===== config.mk =====
export PLATFORM = sky130hd
export DESIGN_NAME = joiner
export DESIGN_NICKNAME = d
export VERILOG_FILES = /design/src/rtl/joiner.sv
export SDC_FILE = /design/constraint.sdc
export NUM_CORES = 1
export LEC_CHECK = 0
export BUFFER_PORTS_ARGS = -buffer_cell sky130_fd_sc_hd__buf_4
export CAP_MARGIN = 25
export CORE_MARGIN = 2
export CORE_UTILIZATION = 40
export DETAILED_ROUTE_END_ITERATION = 7
export GPL_ROUTABILITY_DRIVEN = 0
export MAX_ROUTING_LAYER = met4
export PLACE_DENSITY = 0.62
export SLEW_MARGIN = 15
export SYNTH_ARGS = -nofsm -noshare
export SYNTH_HDL_FRONTEND = slang
export SYNTH_SLANG_ARGS = --single-unit

===== constraint.sdc =====
create_clock -name sysclk -period 2.3 [get_ports sysclk]
set_input_delay 0.46 -clock sysclk [delete_from_list [all_inputs] [get_ports sysclk]]
set_output_delay 0.46 -clock sysclk [all_outputs]
set_load 0.01 [all_outputs]

===== src/rtl/joiner.sv =====
// Bit-serial MSB-first receiver: samples din mid-bit and reassembles up to four
// bytes into the slots selected by {sw4..sw1}, which are latched when a frame starts.
module joiner #(
  parameter int BIT_CYCLES = 256
) (
  input  logic       sysclk,
  input  logic       reset,
  input  logic       din,
  input  logic       holder,
  input  logic       sw1,
  input  logic       sw2,
  input  logic       sw3,
  input  logic       sw4,
  output logic [7:0] byte1,
  output logic [7:0] byte2,
  output logic [7:0] byte3,
  output logic [7:0] byte4,
  output logic [3:0] valid,
  output logic [3:0] bit_cnt,
  output logic       busy,
  output logic       done,
  output logic       aborted
);

  localparam int PW = (BIT_CYCLES > 2) ? $clog2(BIT_CYCLES) : 1;
  localparam logic [PW-1:0] SAMPLE_PH = PW'(BIT_CYCLES/2 - 1);
  localparam logic [PW-1:0] LAST_PH   = PW'(BIT_CYCLES - 1);

  typedef enum logic [1:0] {S_IDLE, S_RX, S_DONE} state_t;

  state_t              r_state, w_state_nxt;
  logic                r_holder_q;
  logic [3:0]          r_mask, w_mask_nxt;
  logic [1:0]          r_slot, w_slot_nxt;
  logic [PW-1:0]       r_phase, w_phase_nxt;
  logic [7:0]          r_shift, w_shift_nxt;
  logic [3:0][7:0]     r_bytes, w_bytes_nxt;
  logic [3:0]          r_valid, w_valid_nxt;
  logic [3:0]          r_bit_cnt, w_bit_cnt_nxt;
  logic                r_busy, w_busy_nxt;
  logic                r_done, w_done_nxt;
  logic                r_aborted, w_aborted_nxt;

  logic                w_start;
  logic [3:0]          w_mask_in;
  logic [3:0]          w_above;
  logic [2:0]          w_first, w_next;

  // {found, index} of the lowest set bit
  function automatic logic [2:0] first_set(input logic [3:0] m);
    logic [2:0] r;
    r = '0;
    for (int i = 3; i >= 0; i--)
      if (m[i]) r = {1'b1, 2'(i)};
    return r;
  endfunction

  assign w_start   = holder & ~r_holder_q;
  assign w_mask_in = {sw4, sw3, sw2, sw1};
  assign w_above   = 4'b1110 << r_slot;
  assign w_first   = first_set(w_mask_in);
  assign w_next    = first_set(r_mask & w_above);

  always_comb begin
    w_state_nxt   = r_state;
    w_mask_nxt    = r_mask;
    w_slot_nxt    = r_slot;
    w_phase_nxt   = r_phase;
    w_shift_nxt   = r_shift;
    w_bytes_nxt   = r_bytes;
    w_valid_nxt   = r_valid;
    w_bit_cnt_nxt = r_bit_cnt;
    w_busy_nxt    = r_busy;
    w_done_nxt    = 1'b0;
    w_aborted_nxt = 1'b0;
    case (r_state)
      S_IDLE: begin
        if (w_start && (w_mask_in != 4'd0)) begin
          w_mask_nxt    = w_mask_in;
          w_valid_nxt   = 4'd0;
          w_slot_nxt    = w_first[1:0];
          w_phase_nxt   = '0;
          w_bit_cnt_nxt = 4'd8;
          w_busy_nxt    = 1'b1;
          w_state_nxt   = S_RX;
        end
      end
      S_RX: begin
        // holder loss wins over a sample or commit landing on the same edge
        if (!holder) begin
          w_aborted_nxt = 1'b1;
          w_busy_nxt    = 1'b0;
          w_bit_cnt_nxt = 4'd0;
          w_shift_nxt   = 8'd0;
          w_state_nxt   = S_IDLE;
        end else begin
          w_phase_nxt = (r_phase == LAST_PH) ? '0 : r_phase + PW'(1);
          if (r_phase == SAMPLE_PH) begin
            w_shift_nxt   = {r_shift[6:0], din};
            w_bit_cnt_nxt = r_bit_cnt - 4'd1;
          end
          if ((r_phase == LAST_PH) && (r_bit_cnt == 4'd0)) begin
            w_bytes_nxt[r_slot] = r_shift;
            w_valid_nxt[r_slot] = 1'b1;
            if (w_next[2]) begin
              w_slot_nxt    = w_next[1:0];
              w_bit_cnt_nxt = 4'd8;
            end else begin
              w_busy_nxt    = 1'b0;
              w_bit_cnt_nxt = 4'd0;
              w_done_nxt    = 1'b1;
              w_state_nxt   = S_DONE;
            end
          end
        end
      end
      S_DONE:  w_state_nxt = S_IDLE;
      default: w_state_nxt = S_IDLE;
    endcase
  end

  always_ff @(posedge sysclk or posedge reset) begin
    if (reset) begin
      r_state    <= S_IDLE;
      r_holder_q <= 1'b0;
      r_mask     <= '0;
      r_slot     <= '0;
      r_phase    <= '0;
      r_shift    <= '0;
      r_bytes    <= '0;
      r_valid    <= '0;
      r_bit_cnt  <= '0;
      r_busy     <= 1'b0;
      r_done     <= 1'b0;
      r_aborted  <= 1'b0;
    end else begin
      r_state    <= w_state_nxt;
      r_holder_q <= holder;
      r_mask     <= w_mask_nxt;
      r_slot     <= w_slot_nxt;
      r_phase    <= w_phase_nxt;
      r_shift    <= w_shift_nxt;
      r_bytes    <= w_bytes_nxt;
      r_valid    <= w_valid_nxt;
      r_bit_cnt  <= w_bit_cnt_nxt;
      r_busy     <= w_busy_nxt;
      r_done     <= w_done_nxt;
      r_aborted  <= w_aborted_nxt;
    end
  end

  assign byte1   = r_bytes[0];
  assign byte2   = r_bytes[1];
  assign byte3   = r_bytes[2];
  assign byte4   = r_bytes[3];
  assign valid   = r_valid;
  assign bit_cnt = r_bit_cnt;
  assign busy    = r_busy;
  assign done    = r_done;
  assign aborted = r_aborted;

endmodule


# --- Word level (Yosys, flattened, before mapping) ---
# Index checks and enable logic that the tools add are counted.
classes:
  bitwise: 4
  muxes: 50
  addsub: 2
  eq_ne: 11
  n_reduce_logical: 16
  shifts: 1
  magnitude_cmp: 2
ops:
  columns: ["op", "n"]
  rows:
  - ["8-bit 2-to-1 mux", 6]
  - ["32-bit bitwise mux", 1]
  - ["4-bit 2-to-1 mux", 8]
  - ["2-bit 2-to-1 mux", 12]
  - ["8-bit demux with 2-bit select", 1]
  - ["4-bit case mux with 2 select lines", 2]
  - ["8-bit case mux with 2 select lines", 1]
  - ["3-bit 2-to-1 mux", 4]
  - ["3-bit AND reduction", 4]
  - ["1-bit 2-to-1 mux", 11]
  - ["8-bit by 1-bit adder with 8-bit output, second input constant", 1]
  - ["8-bit by 7-bit == test with 1-bit output, second input constant", 1]
  - ["8-bit == test, second input constant", 1]
  - ["2-bit != test, second input constant", 4]
  - ["2-bit case mux with 2 select lines", 2]
  - ["4-bit AND reduction", 2]
  - ["3-bit != test, second input constant", 2]
  - ["5-bit AND reduction", 1]
  - ["4-bit bitwise AND", 1]
  - ["4-bit zero test", 1]
  - ["4-bit != test, second input constant", 1]
  - ["4-bit OR", 1]
  - ["2-bit AND reduction", 2]
  - ["4-bit nonzero test", 1]
  - ["other kinds (13)", 15]
totals:
  out_inout_bits: 43
  reg_bits: 68
  wordCells: 101
  in_bits: 8

# --- Longest topological paths before layout ---
# Gate-level depths: netlist of run 1.
depth:
  depth_word: 10
  mapped_depth: 8
  depth_no_buf: 7

# --- Least setup slack after synthesis of run 1 ---
# No wires, ideal clock.
synth_timing:
  path_kind: "flip-flop to flip-flop"
  startpoint: "register r_bit_cnt[0] (netlist: bit_cnt[0])"
  endpoint: "register r_bytes, in the netlist byte4[0]"
  slack_ps: 155
  period_less_slack_ps: 2145
  path_stages_with_launch: 8
  t_arrival_ps: 2021
  path_buffers: 1
  setup_time_ps: 125
  required_time_ps: 2175
  path_cell_list: "dfrtp_1 inv_1 ha_1 or3b_4 nor4_4 and3_1 buf_4 mux2_2"
synth_via:
  elab_chain_len: 3
synth_rtl:
  columns: ["element", "line_no", "text"]
  rows:
  - ["start: declaration", "39", "logic [3:0] r_bit_cnt, w_bit_cnt_nxt;"]
  - ["start signal: assignment", "145", "r_bit_cnt <= w_bit_cnt_nxt;"]
  - ["4-bit zero test", "102", "if ((r_phase == LAST_PH) && (r_bit_cnt == 4'd0)) begin"]
  - ["1-bit logical AND", "102", null]
  - ["3-bit AND reduction (no source line)", null, null]
  - ["end signal: assignment", "143", "r_bytes <= w_bytes_nxt;"]
  - ["end: declaration", "37", "logic [3:0][7:0] r_bytes, w_bytes_nxt;"]
# Every way passes these cells.
# A chain may end at the register's enable or synchronous reset.

# --- Worst setup path after layout of run 1 ---
layout_timing:
  startpoint: "register r_bit_cnt[0] (netlist: bit_cnt[0])"
  endpoint: "register r_bit_cnt[0] (netlist: bit_cnt[0])"
layout_via:
  elab_chain_len: 5
  word_cells_on_any_way: 9
  cone_classes: "add/sub (1); eq/ne (1); mux (4); reduce/logical (3)"
layout_rtl:
  columns: ["element", "line_no", "text"]
  rows:
  - ["4-bit by 1-bit subtractor with 4-bit output / 4-bit zero test (equally long branches)", "100, 102", null]
  - ["4-bit 2-to-1 mux / 1-bit logical AND (equally long branches)", "98, 102", null]
  - ["4-bit 2-to-1 mux", "102", null]
  - ["4-bit 2-to-1 mux", "90", "if (!holder) begin"]
  - ["4-bit case mux with 2 select lines", "76", "case (r_state)"]
# Parallel ways exist; a longest one is shown, timed or not. The select of a mux whose other input is x is not followed.

==> results.yml, run 1 <==
outcome:
  status: "complete, no violations"
route:
  ant_nets: 0
  route.vias.total: 2061
  routed_wirelength_um: 6140
  avgViaCountPerCell: 5.05
  wl_per_cell_um: 15.1
  drc_errors: 0
  drt_first_pass_iters: 4
  drt_iter0_drc: 108
critical_path:
  crit_type: "flip-flop to flip-flop"
  reg2reg_slack_ns: 0.14
  critPathSlowestCell: "dfrtp_1"
  end_kind: "flip-flop"
  worst-path-buf-inv: 1
  cpPeakStageDelay_ns: 0.42
  arrival_ns: 2.42
  required_ns: 2.57
  worst-path-max-fanout: 5
  cp_cell_sequence: "inv_1 -> ha_1 -> or3b_4 -> a211oi_2 -> o221ai_2 -> or3_1 -> o21ai_0"
  critPathTopFamily: "simple AND/OR/NAND/NOR gates"
  cp-start-kind: "flip-flop"
cells_and_area:
  synthToLayoutAreaGrowth_pct: 26.6
  fillCellCount: 672
  antenna_cells: 0
  multi_input_area_um2: 1180
  final_nets: 315
  final-seq-area_um2: 1680
  fin_area_um2: 3690
  drive_above_1_share: 0.401
floorplanning:
  die_area_um2: 7990
  die_h_um: 89.4
  ios: 51
  die_x_um: 89.4
  initial_core_util: 0.408
  num_rows: 31
  coreArea_um2: 7140
cts:
  ctsResizeCount: 0
  clockBufferDepth: 2
  clock-sinks: 67
  clk_latency_ns: 0.35
  numCtsBuffers: 9
  hold_buffers: 0
  clkTransAtPathRegs_ns: 0.07
  htree_num_levels: 3
  post_cts_buffers: 0
  cts_tree: "yes"
  root_buffer: "clkbuf_8"
grt:
  grt_first_pass_wirelength_um: 9920
  grt_antenna_before_repair: 0
  overflow: 0
  grt_pass1_vias: 1934
  grt_use_total: 0.171
  grt_max_degree: 26
logic_synthesis:
  synth-edff-count: 0
  synthTopCellsByArea: "dfrtp_1 58%, mux2_2 14%, nor2_1 3.6%, a22o_1 2.4%, a21oi_1 1.7%"
  async_flop_share: 1.00
  yosysWarnings: 0
  yosysTopAreaCell: "dfrtp_1"
  ys_seq_elements: 67
  ys_top_cells_by_count: "67 x dfrtp_1, 35 x mux2_2, 28 x nor2_1"
  synth.avg_cell_area_um2: 12.3
  synth_ff_type: "dfrtp_1"
  yosysSeqAreaShare: 0.575
  syn-cell-area_um2: 2920
  synth_most_common_cell: "dfrtp_1"
  syn-num-nets: 247
  synth_cells: 237
  synth_top_cell_area_share: 0.575
  synth_cell_types: 48
placement:
  port-buffer-count: 50
  placedInstanceArea_um2: 3490
  dp_hpwl_um: 4330
power:
  combPwrFrac: 0.134
  vdd.ir_drop.worst_mv: 0.335
  power_density_nw_per_um2: 715
  internal_power_w: 0.00191
  p_sw_w: 0.000729
  pwr-share-clk: 0.352
  p_seq_frac: 0.513
  power.leakage_nw: 1.82
  switching_share: 0.276
timing:
  final_max_slew_viol_count: 0
  fmax_mhz: 463
  finClkSkew_ns: 0.00730
  hold_viol: 0
  period_minus_slack_ns: 2.16
  slew_headroom: 0.653
  fin_crit_sh: 0.938
  fin_setup_tns_ns: 0
  setup_violations: 0
  max_slew.worst_pin.slew_ns: 0.521
  rsz0062_at_grt: "false"
job:
  drv_cap: 0
hold_path:
  hold_class: "input port to async pin"
cells in the final DEF (no fill, tap or decap), drive strengths merged, types with 2 or more instances in the layout:
cell type | Yosys | layout
a21oi | 10 | 10
buf | 4 | 63
o41ai | 3 | 3
inv | 10 | 10
nand4 | 2 | 2
o221ai | 2 | 2
mux2 | 35 | 35
nor4 | 5 | 5
nand3b | 2 | 2
nand2b | 4 | 4
dfrtp | 67 | 67
nor2b | 2 | 2
a22o | 8 | 8
clkinv | 0 | 2
clkbuf | 2 | 10
nand3 | 4 | 4
ha | 2 | 2
nor3b | 2 | 2
clkinvlp | 0 | 2
nand2 | 8 | 8
o21ai | 11 | 11
xnor2 | 4 | 4
nor2 | 28 | 28
o31a | 2 | 2
nor3 | 4 | 4
registers in the layout, summed over array words and instances, names as in the netlist:
name,cells
r_state,2
byte2,8
valid,4
done,1
busy,1
r_slot,2
aborted,1
byte3,8
r_holder_q,1
byte1,8
r_shift,8
byte4,8
r_phase,8
r_mask,3
bit_cnt,4
stage by stage:
stage | setup slack, ns | instances | power (W) | hold slack [ns] | utilization
floorplan | 0.155 | 237 | 0.00160 | 0.473 | -
global placement | 0.195 | 393 | 0.00171 | 0.463 | 0.489
detailed placement | 0.131 | 393 | 0.00172 | 0.461 | 0.489
CTS | 0.125 | 408 | 0.00266 | 0.0815 | 0.515
global route | 0.0106 | 408 | 0.00277 | 0.0977 | 0.517
finish | 0.142 | 408 | 0.00264 | 0.0852 | 0.517
per-layer routing:
| layer | share of wire | up-vias | routed length, µm | track usage |
|---|---|---|---|---|
| li1 | - | 994 | - | - |
| met5 | 0 | - | 0 | - |
| met2 | 0.45 | 40 | 2790 | 0.231 |
| met4 | 0.020 | 0 | 121 | 0.0896 |
| met3 | 0.045 | 9 | 275 | 0.0305 |
| met1 | 0.48 | 1018 | 2960 | 0.245 |
power groups by stage:
stage | Combinational [W] | Clock (W) | Sequential, W
floorplan | 0.000262 | 0 | 0.00134
global placement | 0.000347 | 0 | 0.00137
detailed placement | 0.000353 | 0 | 0.00137
CTS | 0.000356 | 0.000957 | 0.00135
global route | 0.000397 | 0.00101 | 0.00137
finish | 0.000355 | 0.000929 | 0.00136
worst paths after layout:
| kind | start | end | cells past startpoint |
|---|---|---|---|
| setup / recovery | bit_cnt[0] | bit_cnt[0] | 7 |
| hold / removal | reset | byte4[2] | 2 |
| setup reg to reg | bit_cnt[0] | bit_cnt[0] | 7 |
| hold reg to reg | valid[3] | valid[3] | 2 |
| max in group asynchronous | reset | r_shift[1] | 3 |
| min in group sysclk | holder | r_holder_q | 1 |
cell type report:
cell class,instances,area share
clock buffer,10,0.0346
clock inverter,5,0.0149
inverter,10,0.0102
multi-input combinational,154,0.321
sequential,67,0.454
tap,99,0.0336
timing repair buffer,63,0.132
cell families (layout without fill, tap and decap cells):
| kind of cell | Yosys count | count (layout) | share of synthesized area |
|---|---|---|---|
| AOI/OAI and AO/OA | 46 | 46 | 0.113 |
| xor gates and xnor gates | 5 | 5 | 0.0150 |
| adders and majority gates | 2 | 2 | 0.00858 |
| buffers and inverters | 16 | 88 | 0.0240 |
| DFF | 67 | 67 | 0.575 |
| muxes | 35 | 35 | 0.135 |
| and+or+nand+nor | 66 | 66 | 0.129 |
Power figures use the tool's default switching activity.
==> run 2, diff against run 1 <==
Settings changed: ABC_AREA set to 1, CORE_UTILIZATION 40 to 25, PLACE_DENSITY 0.62 to 0.44.
==> run 2 against run 1 <==
Effect of this change: worst hold slack improved by 0.013 ns; setup slack improved by 0.33 ns; fmax increased by 18%; first-iteration DRC count decreased by 8.3%; largest cell class unchanged; combinational power increased by 11%; global-route usage decreased by 5.2 points; critical endpoint is now byte4[6]; wire length increased by 14%; die area increased by 63%.
==> results.yml, run 2 <==
outcome:
  status: "complete, no violations"
critical_path:
  crit_path_start: "bit_cnt[0]"
  worst_r2r_startpoint: "bit_cnt[0]"
  end_kind: "flip-flop"
  cp_cell_sequence: "inv_1 -> ha_1 -> nand2_1 -> nor2_1 -> nand3_4 -> nor2_8 -> nand3_4 -> nand2_1 -> o21ai_2"
  cp.depth: 9
  critPathSlowestCell: "dfrtp_1"
  crit_type: "flip-flop to flip-flop"
  required_ns: 2.51
  reg2reg_depth: 9
  cp-start-kind: "flip-flop"
  worst-path-buf-inv: 1
  cp-endpoint: "byte4[6]"
  critPathTopFamily: "simple AND/OR/NAND/NOR gates"
  reg2reg_slack_ns: 0.48
  cpPeakStageDelay_ns: 0.39
  worst-path-max-fanout: 16
  r2r_end: "byte4[6]"
  arrival_ns: 2.04
cts:
  cts_tree: "yes"
  clockBufferDepth: 2
  ctsResizeCount: 0
  root_buffer: "clkbuf_16"
  clk_latency_ns: 0.33
  htree_num_levels: 3
  clock-sinks: 67
  clkTransAtPathRegs_ns: 0.06
  numCtsBuffers: 9
  hold_buffers: 0
  post_cts_buffers: 0
cells_and_area:
  utilization: 0.327
  synthToLayoutAreaGrowth_pct: 28.2
  drive_above_1_share: 0.237
  mostFrequentLayoutCell: "nand2_1"
  layout_common_cells: "112 x nand2_1, 67 x dfrtp_1, 55 x buf_4, 33 x inv_1, 26 x o21ai_1"
  antenna_cells: 0
  final_nets: 415
logic_synthesis:
  synth_mux_area_frac: 0
  yosysWarnings: 0
  synthAdderAreaFrac: 0.00824
  synth-edff-count: 0
  synth_compound_area_frac: 0.117
  synthTopCellsByArea: "dfrtp_1 55%, nand2_1 14%, o21ai_1 4.3%, inv_1 4.2%, o21ai_0 3.8%"
  async_flop_share: 1.00
  synth_xor_area_frac: 0.00288
  synth_top_cell_area_share: 0.552
  syn-num-nets: 356
  yosysSeqAreaShare: 0.552
  synth_cell_types: 25
  yosysTopAreaCell: "dfrtp_1"
  ys_seq_elements: 67
  synth_ff_type: "dfrtp_1"
  synth_most_common_cell: "nand2_1"
  syn-cell-area_um2: 3040
  synth_cells: 346
  synth.avg_cell_area_um2: 8.78
  synth-simple-area-share: 0.254
  ys_top_cells_by_count: "112 x nand2_1, 67 x dfrtp_1, 34 x inv_1"
  synth_top_family_by_area: "simple AND/OR/NAND/NOR gates"
grt:
  overflow: 0
  grt_pass1_vias: 2436
  grt_first_pass_wirelength_um: 11900
  grt_max_degree: 30
  grt_antenna_before_repair: 0
  grt_use_total: 0.120
timing:
  setup_violations: 0
  hold_viol: 0
  finClkSkew_ns: 0.00847
  fin_setup_tns_ns: 0
  slew_headroom: 0.705
  final_max_slew_viol_count: 0
  rsz0062_at_grt: "false"
  max_slew.worst_pin.slew_ns: 0.438
  period_minus_slack_ns: 1.82
  fin_crit_sh: 0.793
  fmax_mhz: 548
power:
  power_density_nw_per_um2: 795
  power.leakage_nw: 1.95
  vdd.ir_drop.worst_mv: 0.351
floorplanning:
  ios: 51
  coreArea_um2: 11900
  die_x_um: 114
  die_h_um: 114
  num_rows: 40
  initial_core_util: 0.255
  die_area_um2: 13000
route:
  drc_errors: 0
  route.met2.wl_um: 3310
  drt_iter0_drc: 99
  route.vias.total: 2419
  avgViaCountPerCell: 4.34
  wl_met3_um: 207
  drt_first_pass_iters: 6
  wl_per_cell_um: 12.6
  routed.top_layer: "met4"
  wl_met1_um: 3340
  ant_nets: 0
  routed_wirelength_um: 7010
placement:
  dp_hpwl_um: 5170
  port-buffer-count: 50
job:
  drv_cap: 0
hold_path:
  hold_class: "input port to async pin"
-- run 2: metrics by stage --
| step | setup slack (ns) | total power, W | area, µm² | hold slack [ns] | std cells |
|---|---|---|---|---|---|
| after global placement | 0.517 | 0.00174 | 3590 | 0.456 | 541 |
| after global routing | 0.294 | 0.00327 | 3890 | 0.121 | 557 |
| after floorplan | 0.157 | 0.00160 | 3040 | 0.442 | 346 |
| final | 0.476 | 0.00309 | 3890 | 0.0979 | 557 |
| after detailed placement | 0.471 | 0.00174 | 3590 | 0.461 | 541 |
| after CTS | 0.451 | 0.00315 | 3890 | 0.100 | 557 |
-- run 2: routing by layer --
| layer | vias to the layer above | global-route usage |
|---|---|---|
| li1 | 1240 | - |
| met1 | 1132 | 0.147 |
| met2 | 36 | 0.192 |
| met3 | 11 | 0.0196 |
| met4 | 0 | 0.0585 |
| met5 | - | - |
-- run 2: how the worst min path moves through the flow --
stage / start / to / slack, ns / cells past startpoint
finish: reset / byte2[0] / 0.1 / 2
global route: reset / byte2[0] / 0.12 / 2
global placement: reset / byte2[0] / 0.46 / 2
CTS: reset / byte2[0] / 0.10 / 2
detailed placement: reset / byte2[0] / 0.46 / 2
floorplan: r_shift[0] / r_shift[0] / 0.44 / 2
-- run 2: area by class of cell --
type / instances / area (µm²)
Inverter: 36 / 135
Tap cell: 147 / 184
Multi-Input combinational cell: 235 / 1160
Timing Repair Buffer: 56 / 433
Clock buffer: 11 / 243
Fill cell: 1294 / 8020
Clock inverter: 5 / 60.1
Sequential cell: 67 / 1680
-- run 2: kinds of logic after synthesis --
logic type | count (synthesis)
simple gates | 168
flops | 67
compound gates | 64
buf+inv | 44
fa+ha+maj | 2
xor+xnor | 1
-- run 2: where the power goes --
group | switching (W) | leakage, nW | total [W] | internal, W
combinational | 0.000252 | 0.891 | 0.000394 | 0.000142
clock | 0.000506 | 0.146 | 0.00138 | 0.000872
sequential | 0.0000742 | 0.917 | 0.00132 | 0.00125
==> run 3, diff against run 2 <==
Settings changed: PLACE_DENSITY 0.44 to 0.45.
Clock period 2.3 ns to 1.6 ns, I/O delays scaled along.
==> run 3 against run 2 <==
Effect of this change: total power is 55% higher; register-to-register slack worse by 0.44 ns; cell count is 5.0% higher; fmax is 17% higher; combinational power is 85% higher; sequential share of layout area is 3.8 points lower; wire length is 6.8% higher; sequential power is 45% higher; worst hold slack worse by 0.070 ns; final area is 9.8% higher; critical path depth stayed put; critical endpoint is now byte4[5]; largest cell class unchanged.
==> results.yml, run 3 (same netlist as run 2, synthesis figures left out) <==
outcome:
  status: "complete, no violations"
cells_and_area:
  synthToLayoutAreaGrowth_pct: 40.8
  mostFrequentLayoutCell: "nand2_1"
  layout_common_cells: "100 x nand2_1, 75 x buf_4, 65 x dfrtp_1, 30 x inv_1, 28 x o21ai_1"
  final_nets: 443
  antenna_cells: 0
  drive_above_1_share: 0.340
timing:
  setup_violations: 0
  period_minus_slack_ns: 1.56
  rsz0062_at_grt: "true"
  final_max_slew_viol_count: 0
  fin_setup_tns_ns: 0
  fmax_mhz: 640
  fin_crit_sh: 0.977
  whs_ns: 0.0278
  slew_headroom: 0.654
  setup_ws_ns: 0.0363
  finClkSkew_ns: 0.00878
  hold_viol: 0
  max_slew.worst_pin.slew_ns: 0.518
cts:
  cts_tree: "yes"
  clk_latency_ns: 0.34
  htree_num_levels: 3
  clockBufferDepth: 2
  clkTransAtPathRegs_ns: 0.06
  numCtsBuffers: 9
  clock-sinks: 67
  root_buffer: "clkbuf_16"
critical_path:
  cp-start-kind: "flip-flop"
  crit_path_start: "r_phase[1]"
  arrival_ns: 1.79
  worst_r2r_startpoint: "r_phase[1]"
  cp_cell_sequence: "ha_2 -> nand2_2 -> nor2_4 -> nand3_4 -> nor2_8 -> buf_6 -> nand3_4 -> nand2_2 -> o21ai_2"
  worst-path-max-fanout: 8
  end_kind: "flip-flop"
  critPathSlowestCell: "dfrtp_1"
  cpPeakStageDelay_ns: 0.35
  crit_type: "flip-flop to flip-flop"
  required_ns: 1.82
placement:
  dp_hpwl_um: 5190
  dp_slack_ns: -0.0441
  port-buffer-count: 50
route:
  drt_iter0_drc: 94
  route.vias.total: 2546
  drt_first_pass_iters: 4
  avgViaCountPerCell: 4.35
  drc_errors: 0
  routed_wirelength_um: 7480
  ant_nets: 0
  wl_per_cell_um: 12.8
grt:
  grt_pass1_vias: 2372
  grt_first_pass_wirelength_um: 11700
  grt_use_total: 0.120
  grt_antenna_before_repair: 0
  grt_max_degree: 32
  overflow: 0
floorplanning:
  die_x_um: 114
  initial_core_util: 0.255
  coreArea_um2: 11900
  num_rows: 40
  die_area_um2: 13000
  die_h_um: 114
  ios: 51
power:
  power_density_nw_per_um2: 1120
  vdd.ir_drop.worst_mv: 0.460
  power.leakage_nw: 2.07
hold_path:
  hold_class: "input port to async pin"
job:
  drv_cap: 0
run 3: changes by cell type in the layout (fill, tap and decap cells not counted), moves of 5 or more:
cell	change
buf_6	+5
buf_4	+20
nand2_2	+11
nand2_1	-12
run 3: per-stage QoR:
stage               std cells  cell area [µm²]  utilization  total power (W)
detailed placement        559             3770        0.316          0.00259
finish                    585             4280        0.359          0.00478
global route              585             4280        0.359          0.00501
floorplan                 346             3070            -          0.00231
global placement          559             3770        0.316          0.00258
CTS                       575             4090        0.343          0.00474
run 3: area by class of cell:
class,instances,area (µm²)
clock buffers,10,229
clock inverters,6,88.8
fillers,1248,7640
repair buffers,82,659
flip-flops and latches,67,1680
multi-input cells,237,1290
inverters,36,143
well taps,147,184
run 3: repair_timing:
action / 4_1_cts / 5_1_grt
hold buffers: 0 / 0
setup endpoints to repair: 9 / 56
cloned: 0 / 2
resized for setup: 1 / 31
buffers inserted: 0 / 8
pin swaps: 0 / 13
run 3: final timing paths:
path,endpoint,slack (ns),depth (start not counted)
min,valid[3],0.03,2
min reg2reg,busy,0.48,2
min in group sysclk,r_holder_q,0.12,1
max,byte4[5],0.04,9
max in group asynchronous,byte3[0],1.06,3
max reg2reg,byte4[5],0.04,9
run 3: critical path: cells and delay by family (launching register included):
kind,cells,cell delay (ns)
AO/OA/AOI/OAI,1,0.05
buffers and inverters,1,0.12
flip-flops,1,0.35
AND/OR/NAND/NOR,6,0.74
adder cells (fa/ha/maj),1,0.19
run 3: metal layers:
layer | GRT usage | vias up | routed length, µm
met5 | - | - | 0
met4 | 0.0512 | 0 | 139
met3 | 0.0349 | 10 | 265
met2 | 0.171 | 34 | 3400
met1 | 0.159 | 1205 | 3680
li1 | - | 1297 | -
run 3: power by group:
group	total, W	internal (W)	switching, W	leakage, nW
Combinational	0.000728	0.000284	0.000444	1.01
Clock	0.00214	0.00137	0.000769	0.149
Sequential	0.00192	0.00180	0.000119	0.914
